`src/rtl/bldc_count_sampler_pkg.sv`:
```
// bldc_count_sampler_pkg: shared state encoding, timing constants and counter sizing
package bldc_count_sampler_pkg;

    typedef enum logic [1:0] {
        ST_IDLE  = 2'd0,
        ST_PRIME = 2'd1,
        ST_RUN   = 2'd2,
        ST_CLEAR = 2'd3
    } state_t;

    localparam int CLK_HZ                = 18_432_000;
    localparam int SAMPLE_RATE_HZ        = 1_000;
    localparam int DEFAULT_SAMPLE_PERIOD = CLK_HZ / SAMPLE_RATE_HZ;

    // Bits needed to hold 0..n-1, never less than one.
    function automatic int cnt_w(input int n);
        return (n < 2) ? 1 : $clog2(n);
    endfunction

endpackage

```
`src/rtl/bldc_sample_timer.sv`:
```
// bldc_sample_timer: free-running 0..PERIOD-1 counter with sync restart/hold and terminal-count tick
module bldc_sample_timer
    import bldc_count_sampler_pkg::*;
#(
    parameter int PERIOD = DEFAULT_SAMPLE_PERIOD
) (
    input  logic clk,
    input  logic reset_n,
    input  logic restart,
    input  logic hold,
    output logic tick
);

    localparam int W = cnt_w(PERIOD);
    localparam logic [W-1:0] LAST = W'(PERIOD - 1);

    logic [W-1:0] cnt;

    assign tick = ~restart & ~hold & (cnt == LAST);

    always_ff @(posedge clk or negedge reset_n) begin
        if (!reset_n)
            cnt <= '0;
        else
            cnt <= (restart | hold | tick) ? '0 : cnt + W'(1);
    end

endmodule

```
`src/rtl/bldc_count_sampler.sv`:
```
// bldc_count_sampler: periodic wrap-safe count deltas with valid/ready holding register,
// hall-disconnect fault latch and counter-clear sequencing for the BLDC motor block.
module bldc_count_sampler
    import bldc_count_sampler_pkg::*;
#(
    parameter int ENCODER_COUNT_WIDTH = 15,
    parameter int HALL_COUNT_WIDTH    = 7,
    parameter int SAMPLE_PERIOD       = DEFAULT_SAMPLE_PERIOD,
    parameter int FAULT_SAMPLES       = 8
) (
    input  logic                           clk,
    input  logic                           reset_n,
    input  logic                           en,
    input  logic [ENCODER_COUNT_WIDTH-1:0] enc_count,
    input  logic [HALL_COUNT_WIDTH-1:0]    hall_count,
    input  logic                           connected,
    input  logic                           count_clear,
    output logic                           reset_enc_count,
    output logic                           reset_hall_count,
    output logic [ENCODER_COUNT_WIDTH-1:0] enc_delta,
    output logic [HALL_COUNT_WIDTH-1:0]    hall_delta,
    output logic                           sample_valid,
    input  logic                           sample_ready,
    output logic                           overrun,
    input  logic                           overrun_clear,
    output logic                           fault,
    input  logic                           fault_clear,
    output logic                           motor_en
);

    localparam int MW = cnt_w(FAULT_SAMPLES + 1);
    localparam logic [MW-1:0] MISS_MAX = MW'(FAULT_SAMPLES);

    state_t                         state, state_nxt;
    logic                           cc_q;
    logic                           clr_rise;
    logic                           tick;
    logic                           run_tick;
    logic                           prime_tick;
    logic                           set_ovr;
    logic                           set_fault;
    logic [ENCODER_COUNT_WIDTH-1:0] prev_enc;
    logic [HALL_COUNT_WIDTH-1:0]    prev_hall;
    logic [MW-1:0]                  miss;

    assign clr_rise   = count_clear & ~cc_q;
    assign run_tick   = tick & (state == ST_RUN);
    assign prime_tick = tick & (state == ST_PRIME);
    assign set_ovr    = run_tick & sample_valid & ~sample_ready;
    assign set_fault  = run_tick & ~connected & (miss >= MISS_MAX - MW'(1));

    assign reset_enc_count  = (state == ST_CLEAR);
    assign reset_hall_count = (state == ST_CLEAR);

    // Dropping en also holds the timer so a partial period never ticks.
    bldc_sample_timer #(
        .PERIOD (SAMPLE_PERIOD)
    ) u_timer (
        .clk     (clk),
        .reset_n (reset_n),
        .restart (clr_rise),
        .hold    (~en | (state == ST_IDLE) | (state == ST_CLEAR)),
        .tick    (tick)
    );

    always_comb begin
        state_nxt = state;
        case (state)
            ST_IDLE:  state_nxt = en ? ST_PRIME : ST_IDLE;
            ST_PRIME: state_nxt = !en ? ST_IDLE : (tick ? ST_RUN : ST_PRIME);
            ST_RUN:   state_nxt = en ? ST_RUN : ST_IDLE;
            ST_CLEAR: state_nxt = en ? ST_PRIME : ST_IDLE;
            default:  state_nxt = ST_IDLE;
        endcase
        if (clr_rise)
            state_nxt = ST_CLEAR;
    end

    always_ff @(posedge clk or negedge reset_n) begin
        if (!reset_n) begin
            state        <= ST_IDLE;
            cc_q         <= 1'b0;
            prev_enc     <= '0;
            prev_hall    <= '0;
            enc_delta    <= '0;
            hall_delta   <= '0;
            sample_valid <= 1'b0;
            overrun      <= 1'b0;
            miss         <= '0;
            fault        <= 1'b0;
            motor_en     <= 1'b0;
        end else begin
            state        <= state_nxt;
            cc_q         <= count_clear;
            sample_valid <= run_tick | (sample_valid & ~sample_ready);
            overrun      <= set_ovr | (overrun & ~overrun_clear);
            fault        <= set_fault | (fault & ~fault_clear);
            motor_en     <= en & ~fault;
            miss         <= set_fault   ? MISS_MAX :
                            fault_clear ? '0 :
                            run_tick    ? (connected ? '0 : miss + MW'(1)) : miss;
            if (run_tick | prime_tick) begin
                prev_enc  <= enc_count;
                prev_hall <= hall_count;
            end
            // Modular subtraction yields the two's-complement delta across counter wrap.
            if (run_tick) begin
                enc_delta  <= enc_count - prev_enc;
                hall_delta <= hall_count - prev_hall;
            end
        end
    end

endmodule

```
`config.mk`:
```
export PLATFORM = sky130hd
export DESIGN_NAME = bldc_count_sampler
export DESIGN_NICKNAME = d
export VERILOG_FILES = /design/src/rtl/bldc_count_sampler_pkg.sv /design/src/rtl/bldc_sample_timer.sv /design/src/rtl/bldc_count_sampler.sv
export SDC_FILE = /design/constraint.sdc
export NUM_CORES = 1
export LEC_CHECK = 0
export BUFFER_PORTS_ARGS = -buffer_cell sky130_fd_sc_hd__buf_2
export CORE_UTILIZATION = 30
export DETAILED_ROUTE_END_ITERATION = 8
export PLACE_DENSITY = 0.51
export SYNTH_ARGS = -nofsm -noshare
export SYNTH_HDL_FRONTEND = slang
export SYNTH_HIERARCHICAL = 1
export SYNTH_SLANG_ARGS = --single-unit
```
`constraint.sdc`:
```
create_clock -name clk -period 3.2 [get_ports clk]
set_input_delay 0 -clock clk [delete_from_list [all_inputs] [get_ports clk]]
set_output_delay 0 -clock clk [all_outputs]
set_load 0.02 [all_outputs]
```
**Word-level counts from Yosys, hierarchy flattened**

Cells that the tools add are included.

- Latch bits: 0
- Register bits: 70
- Bits of input ports: 30
- Memory bits (writable): 0
- ROM bits: 0
- Memories kept: 0
- Logic and storage cells: 65

- Magnitude comparators: 1
- Div/mod/pow operators: 0
- Reduce and logical (&&, ||, !) cells: 3
- Bitwise logic cells: 30
- Shifts and indexed selects: 0
- Add/sub/neg operators: 4
- Eq/ne operators: 4
- Multiplexer cells: 11
- Multipliers: 0

Operators by type and width:

| cell | number |
|---|---|
| 4-bit 2-to-1 mux | 4 |
| 15-bit by 1-bit adder with 15-bit output, second input constant | 1 |
| 15-bit equality test, second input constant | 1 |
| 15-bit 2-to-1 mux | 1 |
| 15-bit subtractor | 1 |
| 1-bit AND | 13 |
| 1-bit NOT | 9 |
| 2-bit 2-to-1 mux | 4 |
| 1-bit bitwise OR | 8 |
| 7-bit subtractor | 1 |
| 2-bit case mux with 3 select lines | 1 |
| 4-bit by 1-bit adder with 4-bit output, second input constant | 1 |
| 2-bit equality test, second input constant | 2 |
| 4-bit by 3-bit >= comparator with 1-bit output, second input constant | 1 |
| 3-bit nonzero test | 1 |
| 2-bit by 1-bit equality test with 1-bit output, second input constant | 1 |
| 2-bit logical NOT | 1 |
| 2-bit OR reduction | 1 |
| 1-bit 2-to-1 mux | 1 |

**Longest topological paths before layout**

- Word-level depth: 10
- Gate-level depth with buffers: 11
- Gate-level depth less buffers: 11

**Modules after synthesis**

Netlist, hierarchy kept.

By module, submodules not included:

| module | instances | cells an instance | area an instance (µm²) | sequential area each (µm²) |
|---|---|---|---|---|
| bldc_count_sampler | 1 | 322 | 3169.3 | 1376.3 |
| bldc_sample_timer | 1 | 74 | 747.0 | 375.4 |

**Worst setup path after synthesis**

Ideal clock, no wire load.

- Path kind: register to register
- Start point: register u_timer.cnt[0]
- End point: register hall_delta[5]
- Required time: 3066 ps
- Buffers on the path: 2
- Slack: 1020 ps
- Stages on the path, launching flop included: 11
- Clock period less this slack: 2180 ps
- Data arrival time: 2046 ps
- Path through: dfrtp_1 ha_1 nand4_2 nor2_2 nand3_1 nor3_1 nand2_1 clkbuf_1 buf_1 a21oi_1 o211ai_1

- Word-level cells in the longest chain between the ends: 3

RTL lines:

| what | line | source |
|---|---|---|
| start, declared | bldc_sample_timer.sv:17 | `logic [W-1:0] cnt;` |
| start signal, assigned | bldc_sample_timer.sv:25 | `cnt <= (restart \| hold \| tick) ? '0 : cnt + W'(1);` |
| 15-bit equality test | bldc_sample_timer.sv:19 | `assign tick = ~restart & ~hold & (cnt == LAST);` |
| 1-bit AND | bldc_sample_timer.sv:19 |  |
| named net tick | bldc_count_sampler.sv:37 | `logic tick;` |
| 1-bit AND | bldc_count_sampler.sv:47 | `assign run_tick = tick & (state == ST_RUN);` |
| end signal, assigned | bldc_count_sampler.sv:109 | `hall_delta <= hall_count - prev_hall;` |
| end, declared | bldc_count_sampler.sv:21 | `output logic [HALL_COUNT_WIDTH-1:0] hall_delta,` |

The timed path passes the listed nets, and every way through them passes these cells.
A chain may end at the register's enable or synchronous reset.

**Worst setup path after layout**

- Start point: register u_timer.cnt[0]
- End point: register overrun

- Word-level cells in the longest chain between the ends: 6

RTL lines:

| what | line | source |
|---|---|---|
| 15-bit equality test | bldc_sample_timer.sv:19 |  |
| 1-bit AND | bldc_sample_timer.sv:19 |  |
| named net tick | bldc_count_sampler.sv:37 |  |
| 1-bit AND | bldc_count_sampler.sv:47 |  |
| 1-bit AND (2 in a row) | bldc_count_sampler.sv:49 | `assign set_ovr = run_tick & sample_valid & ~sample_ready;` |
| 1-bit bitwise OR | bldc_count_sampler.sv:96 | `overrun <= set_ovr \| (overrun & ~overrun_clear);` |
| end signal, assigned | bldc_count_sampler.sv:96 |  |
| end, declared | bldc_count_sampler.sv:24 | `output logic overrun,` |

The timed path passes the listed nets, and every way through them passes these cells.

==> metrics.md <==
| Metric | Value |
|---|---|
| Crit path time final | 2.94 ns |
| R2r startpoint | u_timer/cnt[0]$_DFF_PN0_ |
| CTS max path bufs | 2 |
| Reg clk slew, reported paths | about 0.050 ns |
| Max incr delay on CP | between 0.5 and 0.6 ns |
| CTS root buffer | clkbuf_16 |
| Final-stage net count | 543 |
| Final period util | 91.8% |
| Ys async rst share | 100% |
| GRT Util Overall | around an eighth |
| Final instance area | roughly 4900 um2 |
| FF+latch count, synth | 70 |
| Wirelength per Cell | 12.5 um |
| Max Cap Violations | 0 |
| Final HPWL DP | 6010 um |
| Num CTS Buffers | 9 |
| Hold path depth | 3 |
| Hold Crit Start | hall_count[1] |
| Fin. Hold Viols | 0 |
| PwrDens | 398 nW/um2 |
| Final GP Congestion | 0.834 |
| First-pass GRT wire length | 13600 um |
| Skew-Pair Late Insertion Delay | 0.32 ns |
| Core Rows | 41 |
| Endpoints failing setup | 0 |
| Max-Slew Margin vs Limit | 33.7% |
| Number of I/O port buffers | 57 |
| Cell count after synthesis | 396 |
| CTS tree | built |
| Flop-to-flop setup slack | 0.26 ns |
| Crit-path leading delay family | simple AND/OR/NAND/NOR gates |
| Static leakage | 2.34 nW |
| Synth area leader | dfrtp_1 |
| Syn Nets | about 460 |
| Clock sinks | 70 |
| Remaining DRCs | 0 |
| Worst path buffer plus inverter count | 2 |
| Status | finished, final reports clean |
| Chip height | 116 um |
| H-tree levels | 3 |
| ANT nets after route | 0 |
| Pre-Repair DR Iteration Count | 4 |
| Seq/Total Area, Yosys | 44.7% |
| Worst Hold Path EP | prev_hall[1]$_DFFE_PN0P_ |
| Fill count | 1283 |
| Crit path launch type | flop |
| Unrepaired setup endpoints after global routing | false |
| Vias in the first global route | 2973 |
| EDFF count, synth | 0 |
| Post-synth top area share | 44.7% |
| Starting Density | a little under a third |
| Slowest cell on crit path | dlygate4sd3_1 |
| CP required | 3.46 ns |
| Syn_area_per_cell | a little under 10 um2 |
| Pin count of the biggest net entering global routing | 45 |
| YS warnings | 6 |
| Fmax | 340 MHz |
| Initial DRC count | 89 |
| Post-synthesis cell area | 3920 um2 |
| Total grt overflow | 0 |
| Die width | around 120 um |
| Hold crit path type | input pin to flop |
| Worst setup EP type | flop |
| Syn-to-layout area delta | 25.9% |
| Die area | roughly 14000 um2 |
| DR vias | 3076 |
| Final Skew | 0.00483 ns |
| Final Util | 38.9% |
| Worst-margin pin slew | 0.995 ns |
| Routed WL | 8210 um |
| Worst flop-to-flop path endpoint | overrun$_DFF_PN0_ |
| Area post-placement | around 4400 um2 |
| Core area | between 10000 and 15000 um2 |
| Ant. Diodes | 0 |
| Setup tns final | 0 ns |
| Primary FF master, synth | dfrtp_1 |
| Top cells by area, synth | dfrtp_1 (45%), ha_1 (8.6%), mux2_2 (5.2%) |
| Final Slew Violations | 0 |
| Worst VDD drop | 0.256 mV |
| Layout cell share with drive strength beyond 1 | 21.6% |
| Crit path max fanout | 39 |
| Library cells used by synthesis | 58 |
| Io pins | 58 |
| Initial antenna violation count | 0 |
| Vias per cell | 4.67 |
| CP arrival | ~3.2 ns |
| Worst r2r path cells | 9 |
| Crit path kind | flop to flop |
| Crit-path cells | ha_1, nand4_2, nor2_2, nand3_1, nor3_1, nand2_4, buf_4, o22ai_1, dlygate4sd3_1 |
cell usage after synthesis, types with 3 or more instances:
master and count:
a211oi_1 3, a21oi_1 17, a31oi_1 3, and3_1 8, clkbuf_1 6, dfrtp_1 70, ha_1 27, inv_1 37
mux2_2 18, nand2_1 36, nand2b_1 6, nand3_1 6, nand4_1 5, nor2_1 19, nor2b_1 7, nor3_1 13
nor3b_1 5, nor4_1 3, o211ai_1 3, o21a_1 3, o21ai_0 31, o31ai_1 7, xnor2_1 12, xor2_1 10
layout make-up:
cell class	instances	area (um2)	share of cell area, %
Tap cell	172	215	4.37
Timing Repair Buffer	88	586	11.9
Multi-Input combinational cell	278	1980	40.2
Clock inverter	2	10.0	0.203
Clock buffer	12	246	5.00
Sequential cell	70	1750	35.5
Inverter	37	139	2.82
kinds of logic (layout without fill, tap and decap cells):
family / count (synthesis) / count (layout) / synth area share (%)
simple gates: 124 / 124 / 16.6
compound gates: 83 / 83 / 13.4
flops: 70 / 70 / 44.7
buf+inv: 48 / 139 / 4.95
fa+ha+maj: 29 / 29 / 9.65
xor+xnor: 22 / 22 / 4.92
mux: 20 / 20 / 5.69
worst max-delay path by stage:
stage	start	depth (start not counted)	to
global placement	u_timer/cnt[0]$_DFF_PN0_	10	enc_delta[14]$_DFFE_PN0N_
finish	u_timer/cnt[0]$_DFF_PN0_	9	overrun$_DFF_PN0_
floorplan	u_timer/cnt[0]$_DFF_PN0_	10	hall_delta[5]$_DFFE_PN0N_
global route	u_timer/cnt[0]$_DFF_PN0_	9	overrun$_DFF_PN0_
CTS	u_timer/cnt[0]$_DFF_PN0_	9	overrun$_DFF_PN0_
detailed placement	u_timer/cnt[0]$_DFF_PN0_	10	enc_delta[14]$_DFFE_PN0N_
sequential cells by signal, indices dropped and copies added, names as in the netlist:
signal and flops:
enc_delta 15, overrun 1, motor_en 1, sample_valid 1
fault 1, u_timer/cnt 15, cc_q 1, hall_delta 7
miss 4, prev_enc 15, prev_hall 7, state 2
per-stage QoR:
stage / setup WS [ns] / hold slack [ns] / instances / power, W
2_1_floorplan: 1.02 / -0.296 / 396 / 0.00102
3_3_place_gp: 0.648 / 0.119 / 618 / 0.00109
3_5_place_dp: 0.523 / 0.125 / 618 / 0.00109
4_1_cts: 0.223 / 0.00230 / 659 / 0.00201
5_1_grt: 0.0472 / 0.0459 / 659 / 0.00206
6_report: 0.261 / 0.0227 / 659 / 0.00196
tightest hold or removal path, stage by stage:
cell and delay (ns):
buf_2 0.11, inv_1 0.09, o21ai_0 0.09
repair_timing:
item,4_1_cts,5_1_grt
endpoints found under the setup margin,0,1
buffers inserted,0,0
gates resized for setup,0,1
hold buffers,27,0
hold endpoints to repair,74,0
metal layers:
layer	track usage, %	wire [um]	vias up
li1	-	-	1564
met1	15.9	3950	1450
met5	0	0	-
met3	3.63	327	9
met4	4.36	118	0
met2	22.3	3810	53
cells in the final DEF (no fill, tap or decap), types with 4 or more instances in the layout:
cell type	instances
xor2_1	10
a21oi_1	17
clkbuf_16	9
mux2_2	18
nand2_1	35
ha_1	27
inv_1	37
nand3_1	6
o31ai_1	7
nand2b_1	6
nor2b_1	7
buf_2	57
o21ai_0	31
and3_1	8
dfrtp_1	70
dlygate4sd3_1	27
xnor2_1	12
nor3_1	13
buf_4	4
nand4_1	5
nor2_1	19
nor3b_1	5
where the power goes:
| group | total, W | leakage [nW] | switching, W | internal [W] |
|---|---|---|---|---|
| combinational | 0.000201 | 1.24 | 0.000111 | 0.0000904 |
| clock | 0.000864 | 0.128 | 0.000330 | 0.000533 |
| sequential | 0.000897 | 0.969 | 0.00000494 | 0.000892 |
| total | 0.00196 | 2.34 | 0.000446 | 0.00152 |
Note: power is estimated with default switching activity, not from simulation.
